===== src/rtl/note_lane_scroller.sv =====
// Falling-note playfield: circular grid of note rows that scrolls downward on tick,
// with per-lane hit detection in the bottom window, score/combo tracking and a read port.
module note_lane_scroller #(
    parameter int unsigned LANES    = 5,
    parameter int unsigned ROWS     = 20,
    parameter int unsigned HIT_ROWS = 2,
    parameter int unsigned HIT_PTS  = 10,
    parameter int unsigned SCORE_W  = 16
) (
    input  logic                     vgaclk,
    input  logic                     reset,
    input  logic                     run,
    input  logic                     scroll_tick,
    input  logic [LANES-1:0]         new_row,
    input  logic [LANES-1:0]         btn,
    input  logic [$clog2(ROWS)-1:0]  rd_row,
    output logic [LANES-1:0]         rd_lanes,
    output logic [LANES-1:0]         hit_pulse,
    output logic                     miss_pulse,
    output logic [SCORE_W-1:0]       score,
    output logic [7:0]               combo
);

    localparam int unsigned RW = $clog2(ROWS);
    localparam logic [RW:0] ROWS_W = (RW+1)'(ROWS);
    localparam int unsigned SUM_W = SCORE_W + 36;
    localparam logic [SCORE_W-1:0] SCORE_MAX = '1;

    logic [LANES-1:0]   grid_q [ROWS];
    logic [LANES-1:0]   grid_d [ROWS];
    logic [RW-1:0]      head_q, head_d;
    logic [LANES-1:0]   btn_prev_q;
    logic [LANES-1:0]   rd_lanes_q, rd_lanes_d;
    logic [LANES-1:0]   hit_q, hit_d;
    logic               miss_q, miss_d;
    logic [SCORE_W-1:0] score_q, score_d;
    logic [7:0]         combo_q, combo_d;

    logic [LANES-1:0]   press;
    logic [3:0]         nhits;
    logic               found;
    logic [RW-1:0]      phys;
    logic [RW-1:0]      bot;
    logic [SUM_W-1:0]   score_sum;
    logic [8:0]         combo_sum;

    // Logical row r lives at physical (head + r) mod ROWS.
    function automatic logic [RW-1:0] phys_of(input logic [RW-1:0] head,
                                              input logic [RW-1:0] r);
        logic [RW:0] sum;
        sum = {1'b0, head} + {1'b0, r};
        if (sum >= ROWS_W) sum = sum - ROWS_W;
        return sum[RW-1:0];
    endfunction

    always_comb begin
        press      = btn & ~btn_prev_q;
        grid_d     = grid_q;
        head_d     = head_q;
        hit_d      = '0;
        miss_d     = 1'b0;
        found      = 1'b0;
        phys       = '0;
        bot        = '0;
        nhits      = '0;

        if (run) begin
            // Presses act on the pre-scroll grid, lowest note in the window first.
            for (int l = 0; l < int'(LANES); l++) begin
                if (press[l]) begin
                    found = 1'b0;
                    for (int k = 0; k < int'(HIT_ROWS); k++) begin
                        phys = phys_of(head_q, RW'(ROWS - 1 - k));
                        if (!found && grid_d[phys][l]) begin
                            grid_d[phys][l] = 1'b0;
                            found = 1'b1;
                        end
                    end
                    if (found) hit_d[l] = 1'b1;
                    else       miss_d   = 1'b1;
                end
            end

            // The old bottom row becomes the new head and receives new_row.
            if (scroll_tick) begin
                bot = phys_of(head_q, RW'(ROWS - 1));
                if (|grid_d[bot]) miss_d = 1'b1;
                grid_d[bot] = new_row;
                head_d      = bot;
            end
        end

        for (int l = 0; l < int'(LANES); l++) begin
            nhits = nhits + 4'(hit_d[l]);
        end

        score_sum = SUM_W'(score_q) + SUM_W'(nhits) * SUM_W'(HIT_PTS);
        if (score_sum > SUM_W'(SCORE_MAX)) score_d = SCORE_MAX;
        else                               score_d = score_sum[SCORE_W-1:0];

        combo_sum = {1'b0, combo_q} + 9'(nhits);
        if (miss_d)                   combo_d = 8'd0;
        else if (combo_sum > 9'd255)  combo_d = 8'd255;
        else                          combo_d = combo_sum[7:0];

        if ({1'b0, rd_row} < ROWS_W) rd_lanes_d = grid_q[phys_of(head_q, rd_row)];
        else                         rd_lanes_d = '0;
    end

    always_ff @(posedge vgaclk) begin
        if (reset) begin
            grid_q     <= '{default: '0};
            head_q     <= '0;
            btn_prev_q <= '1;
            rd_lanes_q <= '0;
            hit_q      <= '0;
            miss_q     <= 1'b0;
            score_q    <= '0;
            combo_q    <= '0;
        end else begin
            grid_q     <= grid_d;
            head_q     <= head_d;
            btn_prev_q <= btn;
            rd_lanes_q <= rd_lanes_d;
            hit_q      <= hit_d;
            miss_q     <= miss_d;
            score_q    <= score_d;
            combo_q    <= combo_d;
        end
    end

    assign rd_lanes   = rd_lanes_q;
    assign hit_pulse  = hit_q;
    assign miss_pulse = miss_q;
    assign score      = score_q;
    assign combo      = combo_q;

endmodule


===== config.mk =====
export PLATFORM = sky130hd
export DESIGN_NAME = note_lane_scroller
export DESIGN_NICKNAME = d
export VERILOG_FILES = /design/src/rtl/note_lane_scroller.sv
export SDC_FILE = /design/constraint.sdc
export NUM_CORES = 1
export LEC_CHECK = 0
export CORE_UTILIZATION = 34
export DETAILED_ROUTE_END_ITERATION = 6
export PLACE_DENSITY = 0.61
export RECOVER_POWER = 50
export SKIP_LAST_GASP = 1
export SYNTH_ARGS = -nofsm -noshare
export SYNTH_HDL_FRONTEND = slang
export SYNTH_SLANG_ARGS = --single-unit

===== constraint.sdc =====
create_clock -name vgaclk -period 14.1 [get_ports vgaclk]
set_input_delay 2.115 -clock vgaclk [delete_from_list [all_inputs] [get_ports vgaclk]]
set_output_delay 2.115 -clock vgaclk [all_outputs]
set_load 0.02 [all_outputs]

==> impl_metrics.yaml <==
timing:
  grt_setup_unrepaired: "no"
  period_minus_slack_ns: 10.73
  drv_slew: 194
  finClkSkew_ns: 0.0166
  setup_viol: 0
  maxClockFrequency_mhz: 93.2
  final_hold_viol_count: 0
  finalCritPeriodShare: 0.761
  tns_ns: 0
  slew_headroom: -1.62
  tightestPinTransition_ns: 3.93
critical_path:
  critPathCaptureType: "flip-flop"
  required_ns: 14.47
  reg2reg_slack_ns: 3.37
  r2r-start: "head_q[0]"
  r2r_end: "score[2]"
  startpoint_type: "flip-flop"
  criticalPathCategory: "flip-flop to flip-flop"
  cp.arrival_ns: 11.09
  cp_max_fo: 34
  r2r_cells: 27
clock_network:
  htreeDepth: 4
  clk_latency_ns: 0.47
  clkSinkCount: 145
  ctsRootBufferMaster: "clkbuf_16"
  ctsResizeCount: 0
  cts_buffer_depth: 2
  post_cts_buffers: 0
  clkTransAtPathRegs_ns: 0.07
  cts_hold_buf: 0
  cts_tree: "yes"
  cts_made_buffers: 17
yosys:
  ys.flop_type: "dfxtp_1"
  syn-cell-area_um2: 13000
  ys_seq_area_frac: 0.223
  ys_ff_latch: 145
  avgSynthCellArea_um2: 8.16
  async_flop_share: 0
  synth-edff-count: 0
  netlist_instances: 1594
  synth_cell_type_count: 99
  synth_nets: 1651
  yosysWarnings: 0
hold_path:
  min_path_cells: 2
  hold_path_end: "score[0]"
  hold_class: "flip-flop to flip-flop"
  min-delay-start: "score[0]"
global_routing:
  grt_pass1_vias: 13700
  grt_pass1_wl_um: 93700
  grt-busiest-layer: "met2"
  track_usage: 0.332
  use_met1: 0.421
  overflow: 0
  grt_max_degree: 77
  globalRouteMet3Util: 0.0808
  antenna_found_initial: 0
  met2_usage: 0.499
outcome:
  status: "complete, but fails checks"
  violations: "capacitance limit, slew limit"
final_layout:
  area_growth_pct: 11.4
  num-nets-final: 1640
  layoutNonFillerInstCount: 2108
  drive_gt1_frac: 0.134
drt:
  drc_errors: 0
  wl_per_cell_um: 30.7
  antenna_left: 0
  viasPerCell: 6.79
  wl_um: 64700
  drtPass1Iterations: 6
  vias: 14300
  drtIter0Drc: 2142
die:
  start_util: 0.345
  io_pins: 54
  die_w_um: 198
  die_y_um: 198
  die_area_um2: 39000
  rows: 71
  core_um2: 37700
pwr:
  powerDensity_nw_per_um2: 133
  p_total_mw: 1.93
  p_leak_nw: 4.88
  peakVddDrop_mv: 0.116
placed_design:
  gp_congestion: 1.09
  dpl.cell_count: 2075
  numPortBuffers: 53
  place_hpwl_um: 45900
run:
  cap_violations: 5
-- registers in the layout, summed over array words and instances, names as in the netlist --
signal / cells
grid_q: 100
head_q: 5
hit_pulse: 5
miss_pulse: 1
rd_lanes: 5
btn_prev_q: 5
score: 16
combo: 8
-- per-stage QoR --
stage / instance area, µm² / setup WS [ns] / hold WS (ns) / utilization
finish: 14500 / 3.37 / 0.459 / 0.384
global route: 14500 / 2.53 / 0.478 / 0.384
CTS: 14500 / 5.50 / 0.465 / 0.386
detailed placement: 14000 / 5.52 / 0.454 / 0.371
global placement: 14000 / 5.78 / 0.435 / 0.371
floorplan: 13000 / 5.94 / 0.461 / -
-- synth_stat cells, types with 23 or more instances --
master	instances	area, µm²
dfxtp_1	145	2900
ha_1	33	413
mux2i_1	29	290
a21oi_1	81	405
nor3_1	30	150
and2_1	23	144
inv_1	44	165
nand2_1	141	529
clkbuf_1	85	319
a22oi_1	47	353
o21ai_0	91	455
mux4_2	70	1580
nand3_1	53	265
o31ai_1	23	173
a211oi_1	44	330
nor2_1	194	728
-- how the worst max path moves through the flow --
stage,endpoint,slack [ns],start,cells past startpoint
floorplan,score[4],5.94,head_q[0],36
global placement,score[2],5.78,head_q[0],28
detailed placement,score[2],5.52,head_q[0],28
CTS,score[2],5.50,head_q[0],29
global route,score[1],2.53,head_q[0],29
finish,score[2],3.37,head_q[0],27
-- worst max-delay path: stages, from the launching register on --
cell and delay, ns:
dfxtp_1 1.55, inv_1 0.21, ha_1 0.32, xnor2_1 0.71, inv_1 0.40, ha_1 0.42, a21boi_0 0.20, o22a_1 0.38
mux2i_1 1.24, a22o_1 0.37, a31o_1 0.69, nand2b_1 0.22, nand3_1 0.13, fa_1 0.53, fa_1 0.37, inv_1 0.09
ha_1 0.21, ha_1 0.16, ha_1 0.23, ha_1 0.27, inv_1 0.06, o21bai_1 0.14, a21oi_1 0.11, nor2b_1 0.11
o21ai_0 0.14, nor3_1 0.49, nand3_1 0.54, a21oi_1 0.29
-- area by class of cell --
cell class                      count  area, µm²
Antenna cell                        1       2.50
Clock buffer                       19        453
Clock inverter                     13        118
Fill cell                        3954      23200
Inverter                           46        173
Multi-Input combinational cell   1277       9370
Sequential cell                   145       2900
Tap cell                          511        639
Timing Repair Buffer               96        818
-- cells by family after synthesis --
logic type	Yosys count	share of synthesized area
compound gates	523	0.296
xor+xnor	29	0.0223
fa+ha+maj	38	0.0395
buf+inv	172	0.0550
flops	145	0.223
mux	115	0.158
simple gates	572	0.206
-- cell usage in the layout, fill, tap and decap left out, types with 12 or more instances in the layout --
cell type      instances
nand3_1               53
a311oi_1              13
nor3_1                30
inv_1                 45
mux2_2                15
a21o_1                13
dlygate4sd3_1         40
o221ai_1              14
dfxtp_1              144
a22oi_1               47
a211oi_1              45
and3_1                16
and2_1                23
o22ai_1               17
o31ai_1               23
o21ai_0               92
mux4_2                70
a31oi_1               13
nand2b_1              17
o221a_2               17
a221oi_1              21
nand4_1               15
nor2b_1               12
buf_4                 37
or3_1                 19
nor4_1                13
nand2_1              141
clkbuf_16             17
a21oi_1               81
ha_1                  32
mux2i_1               30
xnor2_1               19
o211ai_1              21
nor2_1               192
-- per-layer routing --
layer	wire length, µm	vias up	part of all wire
li1	-	6119	-
met1	24600	6881	0.38
met2	27800	1072	0.43
met3	7700	240	0.12
met4	4640	0	0.072
met5	0	-	0
-- report_power, final --
part	leakage [nW]	switching [mW]	total, mW	internal [mW]
clock	0.279	0.227	0.469	0.242
combinational	3.42	0.712	0.998	0.286
sequential	1.18	0.0312	0.462	0.431
total	4.88	0.970	1.93	0.959
Note: power is estimated with default switching activity, not from simulation.
